[src/rtl/fxp_dot_acc.sv]
// fxp_dot_acc: streaming signed fixed-point multiply-accumulate, one saturated wide result per frame
// in_valid/in_ready/in_a/in_b/in_last : operand pair stream, in_last closes the frame
// out_valid/out_ready/out_data        : frame result, held until handshake
// out_ovf/out_trunc/out_len           : saturation seen, frame force-closed at MAXLEN, beat count
module fxp_dot_acc #(
  parameter int WIIA = 8,
  parameter int WIFA = 8,
  parameter int WIIB = 8,
  parameter int WIFB = 8,
  parameter int GUARD = 4,
  parameter int MAXLEN = 64,
  localparam int WOI = WIIA + WIIB + GUARD,
  localparam int WOF = WIFA + WIFB,
  localparam int WA = WOI + WOF,
  localparam int WP = WIIA + WIFA + WIIB + WIFB,
  localparam int LW = $clog2(MAXLEN + 1)
) (
  input  logic                 clk,
  input  logic                 rst,
  input  logic                 in_valid,
  output logic                 in_ready,
  input  logic [WIIA+WIFA-1:0] in_a,
  input  logic [WIIB+WIFB-1:0] in_b,
  input  logic                 in_last,
  output logic                 out_valid,
  input  logic                 out_ready,
  output logic [WA-1:0]        out_data,
  output logic                 out_ovf,
  output logic                 out_trunc,
  output logic [LW-1:0]        out_len
);
  logic stall, take, force_close, of, ovf;
  logic signed [WP-1:0] prod, p;
  logic p_valid, p_last, p_trunc;
  logic [WA-1:0] acc, sat;
  logic [WA:0] sum;
  logic [LW-1:0] icnt, cnt;
  assign stall = out_valid & ~out_ready;
  assign in_ready = ~stall & ~rst;
  assign take = in_valid & in_ready;
  assign prod = $signed(in_a) * $signed(in_b);
  // input-side beat count decides the MAXLEN close, since the accumulator count lags by the product stage
  assign force_close = icnt == LW'(MAXLEN - 1);
  assign sum = {acc[WA-1], acc} + {{(WA + 1 - WP){p[WP-1]}}, p};
  assign of = sum[WA] ^ sum[WA-1];
  assign sat = of ? {sum[WA], {(WA - 1){~sum[WA]}}} : sum[WA-1:0];
  always_ff @(posedge clk) begin
    if (rst) begin
      p <= '0;
      p_valid <= 1'b0;
      p_last <= 1'b0;
      p_trunc <= 1'b0;
      icnt <= '0;
      acc <= '0;
      cnt <= '0;
      ovf <= 1'b0;
      out_valid <= 1'b0;
      out_data <= '0;
      out_ovf <= 1'b0;
      out_trunc <= 1'b0;
      out_len <= '0;
    end else if (!stall) begin
      p_valid <= take;
      if (take) begin
        p <= prod;
        p_last <= in_last | force_close;
        p_trunc <= ~in_last & force_close;
        icnt <= (in_last | force_close) ? '0 : icnt + 1'b1;
      end
      out_valid <= 1'b0;
      out_data <= '0;
      out_ovf <= 1'b0;
      out_trunc <= 1'b0;
      out_len <= '0;
      if (p_valid) begin
        acc <= p_last ? '0 : sat;
        cnt <= p_last ? '0 : cnt + 1'b1;
        ovf <= p_last ? 1'b0 : ovf | of;
        if (p_last) begin
          out_valid <= 1'b1;
          out_data <= sat;
          out_ovf <= ovf | of;
          out_trunc <= p_trunc;
          out_len <= cnt + 1'b1;
        end
      end
    end
  end
endmodule

[config.mk]
export PLATFORM = sky130hd
export DESIGN_NAME = fxp_dot_acc
export DESIGN_NICKNAME = d
export VERILOG_FILES = /design/src/rtl/fxp_dot_acc.sv
export SDC_FILE = /design/constraint.sdc
export NUM_CORES = 1
export LEC_CHECK = 0
export BUFFER_PORTS_ARGS = -buffer_cell sky130_fd_sc_hd__buf_4
export CAP_MARGIN = 5
export CORE_ASPECT_RATIO = 1.25
export CORE_MARGIN = 2
export CORE_UTILIZATION = 45
export DETAILED_ROUTE_END_ITERATION = 16
export GPL_TIMING_DRIVEN = 0
export PLACE_DENSITY = 0.66
export SYNTH_ARGS = -nofsm -noshare
export SYNTH_HDL_FRONTEND = slang
export SYNTH_SLANG_ARGS = --single-unit
[constraint.sdc]
create_clock -name clk -period 23.3 [get_ports clk]
set_input_delay 4.66 -clock clk [delete_from_list [all_inputs] [get_ports clk]]
set_output_delay 4.66 -clock clk [all_outputs]
set_load 0.02 [all_outputs]
==> flow_metrics.env, run 1 <==
export IMPL_root_buffer="clkbuf_16"
export IMPL_placed_area_um2=17400
export IMPL_synth_edf_count=0
export IMPL_yosysWarnings=0
export IMPL_min_period_ns=11.15
export IMPL_grt_antenna_before_repair=0
export IMPL_nets=2325
export IMPL_drc=0
export IMPL_yosysUniqueCellTypes=64
export IMPL_outcome="finished clean"
export IMPL_cts_sinks=132
export IMPL_nFillCells=3379
export IMPL_hp_class="reg2reg"
export IMPL_busiest_layer="met2"
export IMPL_fin_area_um2=18000
export IMPL_async_flop_share=0
export IMPL_diodes=0
export IMPL_drtIter0Drc=645
export IMPL_dieArea_um2=37600
export IMPL_total_power_mw=2.97
export IMPL_cts_tree="yes"
export IMPL_syn_instance_count=1803
export IMPL_setup_viol=0
export IMPL_h_tree_depth=4
export IMPL_final_antenna_net_count=0
export IMPL_skew_ns=0.0114
export IMPL_p_leak_nw=8.58
export IMPL_post_cts_buffers=0
export IMPL_synth_top_cell_area_share=0.325
export IMPL_clock_path_buffers=2
export IMPL_post_route_worst_setup_slack_ns=12.15
export IMPL_syn_to_final_growth_pct=11.0
export IMPL_io_buffers=83
export IMPL_rsz0062_at_grt="false"
export IMPL_dp_hpwl_mm=34.1
export IMPL_multiInputGateArea_um2=12200
export IMPL_pre_cts_slack_ns=11.77
export IMPL_critPathMaxFanout=10
export IMPL_grtUsageTotal=0.225
export IMPL_netlist_area_um2=16200
export IMPL_critPathRequiredTime_ns=23.59
export IMPL_finalMaxSlewViolations=0
export IMPL_wirelength_mm=40.6
export IMPL_finalHoldViolations=0
export IMPL_fp_dieW_um=174
export IMPL_whs_ns=0.446
export IMPL_period_share=0.479
export IMPL_startpoint_type="input pin"
export IMPL_end_kind="flop"
export IMPL_clk_pin_slew_ns=0.06
export IMPL_seq_area_um2=2640
export IMPL_ys_seq_elements=132
export IMPL_grt_pass1_wl_mm=68.0
export IMPL_critPathKind="in2reg"
export IMPL_synth_flop_cell="dfxtp_1"
export IMPL_numCtsBuffers=17
export IMPL_clock_fmax_ghz=0.0897
export IMPL_dp_cells=2360
export IMPL_vias=12600
export IMPL_wire_per_inst_um=17.0
export IMPL_syn_area_per_cell_um2=9.00
export IMPL_maxCapViolations=0
export IMPL_final_cells=2392
export IMPL_synth_top_area_cell="fa_1"
export IMPL_syn_nets=2223
export IMPL_met2_usage=0.397
export IMPL_hold_buffers=0
export IMPL_ir_drop_v=0.000154
export IMPL_tightestPinTransition_ns=1.31
export IMPL_grt_pass1_vias=13300
export IMPL_coreArea_um2=35500
export IMPL_via_per_inst=5.28
export IMPL_grt_overflow=0
export IMPL_gp_congestion=0.950
export IMPL_p_per_area_nw_per_um2=165
export IMPL_die_height_um=216
export IMPL_crit_arrival_ns=11.44
export IMPL_grtUsageMet3=0.0289
export IMPL_pin_count=84
export IMPL_grt_max_degree=17
export IMPL_utilization=0.508
export IMPL_ys_seq_area_frac=0.163
export IMPL_drive_above_1_share=0.0756
export IMPL_firstDrtPassIters=5
export IMPL_grtUsageMet1=0.282
export IMPL_clk_latency_ns=0.43
export IMPL_fin_setup_tns_ns=0
export IMPL_ctsResizeCount=0
export IMPL_synth_area_top_cells="fa_1 32%, dfxtp_1 16%, ha_1 9.3%"
export IMPL_start_util=0.457
export IMPL_slew_headroom=0.122
export IMPL_rows=77
-- cell usage after synthesis (2+ instances only) --
master	n
a211oi_1	8
a21boi_0	3
a21o_1	28
a21oi_1	67
a221o_1	36
a221oi_1	2
a22o_1	6
a22oi_1	12
a2bb2oi_1	2
a31o_2	2
a31oi_1	6
a32o_1	2
a41oi_1	2
and2_1	118
and3_1	10
buf_2	12
buf_4	3
clkbuf_1	56
dfxtp_1	132
fa_1	263
ha_1	120
inv_1	292
maj3_1	6
nand2_1	210
nand2b_1	21
nand3_1	17
nand3b_1	30
nand4_1	11
nor2_1	80
nor2b_1	8
nor3_1	13
o211ai_1	5
o21a_1	9
o21ai_0	67
o21ai_1	27
o21bai_1	9
o22ai_1	2
o31ai_1	4
or2_2	2
or3_1	3
xnor2_1	47
xor2_1	28
-- flip-flops by register name (all words and copies together) (netlist names) --
name / cells
p_last: 1
out_ovf: 1
out_valid: 1
out_trunc: 1
p: 32
out_len: 7
p_valid: 1
out_data: 36
ovf: 1
p_trunc: 1
acc: 36
icnt: 7
cnt: 7
-- logic make-up (layout without fill, tap and decap cells) --
| family | after synthesis | count (layout) | share of synthesized area |
|---|---|---|---|
| fa+ha+maj | 389 | 389 | 0.421 |
| compound gates | 311 | 311 | 0.128 |
| buf+inv | 366 | 481 | 0.0869 |
| flops | 132 | 132 | 0.163 |
| xor+xnor | 75 | 75 | 0.0405 |
| simple gates | 530 | 530 | 0.161 |
-- report_power, final --
part	internal (mW)	switching, mW	total [mW]
Sequential	0.260	0.0194	0.280
Combinational	1.08	1.34	2.43
Clock	0.141	0.117	0.259
Total	1.49	1.48	2.97
-- final timing paths --
check	start	end	slack, ns	cells after the start
max	in_b[4]	p[29]	12.15	23
min	out_data[21]	out_data[21]	0.45	2
max reg2reg	acc[18]	out_data[1]	19.62	13
min reg2reg	out_data[21]	out_data[21]	0.45	2
-- per-layer routing --
layer	routed length (µm)	up-vias	part of all wire
met1	17400	6206	0.43
met3	2080	80	0.051
met2	19700	347	0.49
li1	-	6002	-
met5	0	-	0
met4	1370	0	0.034
-- cell type report --
type                    instances  share of cell area
flip-flops and latches        132               0.147
well taps                     474              0.0329
inverters                     292              0.0609
clock inverters                15             0.00785
multi-input cells            1305               0.676
plain buffers                  74              0.0174
clock buffers                  17              0.0236
repair buffers                 83              0.0346
-- critical path: stages --
cell and delay [ns]:
buf_4 0.12, clkbuf_1 0.59, nand2_1 0.27, fa_1 0.55
inv_1 0.07, fa_1 0.80, fa_1 0.52, fa_1 0.50
fa_1 0.49, inv_1 0.05, fa_1 0.47, inv_1 0.04
ha_1 0.35, a21o_1 0.24, a21oi_1 0.20, nor2b_1 0.08
o21a_1 0.19, or4_1 0.46, a21oi_1 0.22, o21bai_1 0.12
a21oi_1 0.19, xor2_1 0.18, o21ai_0 0.09
-- cell usage in the layout, fill, tap and decap left out, drive strengths merged, types with 17 or more instances in the layout --
cell type / netlist / routed
a21oi: 67 / 67
and2: 118 / 118
nand2: 210 / 210
xor2: 28 / 28
fa: 263 / 263
ha: 120 / 120
nor2: 81 / 81
xnor2: 47 / 47
nand2b: 21 / 21
clkbuf: 57 / 74
dfxtp: 132 / 132
a21o: 28 / 28
buf: 17 / 100
nand3b: 30 / 30
nand3: 17 / 17
inv: 292 / 301
a221o: 36 / 36
o21ai: 94 / 94
Power figures use the tool's default switching activity.
==> inputs of run 2 (changes only) <==
PLACE_DENSITY = 0.68   (was 0.66)
clock period = 10.24 ns   (was 23.3 ns; I/O delays follow)
==> run 2 against run 1 <==
  * Critical path depth stayed put
  * Die area unchanged
  * Non-clock buffer count up 1
  * Sequential power increased by 130%
  * Worst hold slack better by 0.0022 ns
  * Core utilization rose by 0.40 points
  * Clock power increased to 2.8 times the previous value
  * Clock skew shrank 0.0015 ns
  * Via count fell by 0.95%
  * Critical path type unchanged
  * First-iteration DRC count is 8.1% higher
  * Total power is 130% higher
  * Register-to-register slack got worse by 13 ns
==> flow_metrics.env, run 2 (synthesis results as in run 1) <==
export IMPL_seq_area_um2=2640
export IMPL_via_per_inst=5.23
export IMPL_numCtsBuffers=17
export IMPL_ctsResizeCount=0
export IMPL_hp_class="reg2reg"
export IMPL_reg_top3="acc x36, out_data x36, p x32"
export IMPL_drc=0
export IMPL_tightestPinTransition_ns=0.721
export IMPL_gp_congestion=0.952
export IMPL_nets=2326
export IMPL_rows=77
export IMPL_cts_tree="yes"
export IMPL_grtUsageTotal=0.220
export IMPL_setup_viol=0
export IMPL_io_buffers=83
export IMPL_clock_path_buffers=2
export IMPL_rsz0062_at_grt="false"
export IMPL_drtIter0Drc=697
export IMPL_crit_arrival_ns=8.80
export IMPL_grt_pass1_vias=12900
export IMPL_pin_count=84
export IMPL_clk_latency_ns=0.43
export IMPL_p_int_mw=3.55
export IMPL_cpMostUsedCell="fa_1"
export IMPL_hold_buffers=0
export IMPL_drive_above_1_share=0.0761
export IMPL_critPathKind="in2reg"
export IMPL_cp_slowest_stage_delay_ns=0.84
export IMPL_nFillCells=3361
export IMPL_root_buffer="clkbuf_16"
export IMPL_final_antenna_net_count=0
export IMPL_wirelength_mm=40.3
export IMPL_critPathMaxFanout=10
export IMPL_grt_overflow=0
export IMPL_multiInputGateArea_um2=12200
export IMPL_syn_to_final_growth_pct=11.9
export IMPL_die_height_um=216
export IMPL_layout_common_cells="292 x inv_1, 263 x fa_1, 210 x nand2_1, 132 x dfxtp_1, 120 x ha_1"
export IMPL_period_share=0.831
export IMPL_p_clk_frac=0.105
export IMPL_switching_share=0.484
export IMPL_placed_area_um2=17400
export IMPL_p_per_area_nw_per_um2=379
export IMPL_grt_max_degree=17
export IMPL_dieArea_um2=37600
export IMPL_h_tree_depth=4
export IMPL_r2r_slack_ns=6.45
export IMPL_clock_fmax_ghz=0.118
export IMPL_finalHoldViolations=0
export IMPL_fp_dieW_um=174
export IMPL_cp_slowest_cell="fa_1"
export IMPL_cp_cell_sequence="buf_4 -> clkbuf_1 -> nand2_1 -> inv_1 -> fa_1 -> fa_1 -> fa_1 -> fa_1 -> fa_1 -> inv_1 -> fa_1 -> inv_1 -> ha_1 -> a21o_1 -> a21oi_1 -> nor2b_1 -> o21a_1 -> or4_1 -> a21oi_1 -> o21bai_1 -> a21oi_1 -> xor2_1 -> o21ai_0"
export IMPL_cts_sinks=132
export IMPL_combPwrFrac=0.802
export IMPL_maxCapViolations=0
export IMPL_critPathRequiredTime_ns=10.53
export IMPL_final_common_cell="inv_1"
export IMPL_grt_antenna_before_repair=0
export IMPL_seqPwrFrac=0.093
export IMPL_skew_ns=0.00992
export IMPL_p_sw_mw=3.33
export IMPL_coreArea_um2=35500
export IMPL_grt_pass1_wl_mm=66.7
export IMPL_startpoint_type="input pin"
export IMPL_p_leak_nw=8.66
export IMPL_firstDrtPassIters=5
export IMPL_end_kind="flop"
export IMPL_post_cts_buffers=0
export IMPL_fin_area_um2=18100
export IMPL_diodes=0
export IMPL_min_period_ns=8.51
export IMPL_dp_hpwl_mm=34.0
export IMPL_start_util=0.457
export IMPL_ir_drop_v=0.000315
export IMPL_total_power_mw=6.88
export IMPL_clk_pin_slew_ns=0.06
export IMPL_wire_per_inst_um=16.8
export IMPL_slew_headroom=0.519
export IMPL_fin_setup_tns_ns=0
export IMPL_finalMaxSlewViolations=0
export IMPL_outcome="finished clean"
export IMPL_vias=12500
-- run 2: cell types whose count changed in the layout (fill, tap and decap cells not counted) --
| cell | before | now |
|---|---|---|
| bufinv_16 | 0 | 7 |
| inv_8 | 4 | 0 |
| clkinv_4 | 1 | 4 |
| clkinvlp_4 | 3 | 0 |
| inv_6 | 5 | 3 |
| clkbuf_4 | 0 | 1 |
| clkinv_8 | 1 | 0 |
-- run 2: power by group through the flow --
| stage | Sequential [mW] | Combinational, mW | Clock [mW] |
|---|---|---|---|
| floorplan | 0.631 | 4.45 | 0 |
| global placement | 0.646 | 5.42 | 0 |
| detailed placement | 0.647 | 5.54 | 0 |
| CTS | 0.637 | 5.57 | 0.731 |
| global route | 0.644 | 6.36 | 0.753 |
| finish | 0.638 | 5.52 | 0.724 |
-- run 2: worst paths after layout --
check,to,startpoint,cells past startpoint
max,p[29],in_a[15],23
min,out_data[21],out_data[21],2
max reg2reg,out_data[13],p[0],13
min reg2reg,out_data[21],out_data[21],2
-- run 2: layer usage --
layer | global-route usage | share of wire | vias up
li1 | - | - | 6007
met1 | 0.286 | 0.43 | 6093
met5 | 0 | 0 | -
met4 | 0.0784 | 0.031 | 0
met2 | 0.383 | 0.49 | 343
met3 | 0.0221 | 0.046 | 72
-- run 2: critical path, delay by kind of cell --
kind | cells | cell delay, ns
AO/OA/AOI/OAI | 7 | 1.22
XOR/XNOR | 1 | 0.20
adder cells (fa/ha/maj) | 7 | 3.71
buffers and inverters | 5 | 0.87
AND/OR/NAND/NOR | 3 | 0.72
-- run 2: final cells by class --
type / instances / share of cell area
flip-flops and latches: 132 / 0.146
multi-input cells: 1305 / 0.671
well taps: 474 / 0.0327
plain buffers: 74 / 0.0172
clock buffers: 17 / 0.0234
repair buffers: 84 / 0.0348
inverters: 292 / 0.0604
clock inverters: 15 / 0.0152
-- run 2: per-stage QoR --
step | instances | utilization | hold slack [ns] | worst slack [ns]
2_1_floorplan | 1803 | - | 0.429 | 2.25
3_3_place_gp | 2360 | 0.492 | 0.438 | 1.38
3_5_place_dp | 2360 | 0.492 | 0.443 | 1.32
4_1_cts | 2392 | 0.512 | 0.451 | 1.76
5_1_grt | 2393 | 0.512 | 0.462 | 1.40
6_report | 2393 | 0.512 | 0.448 | 1.73
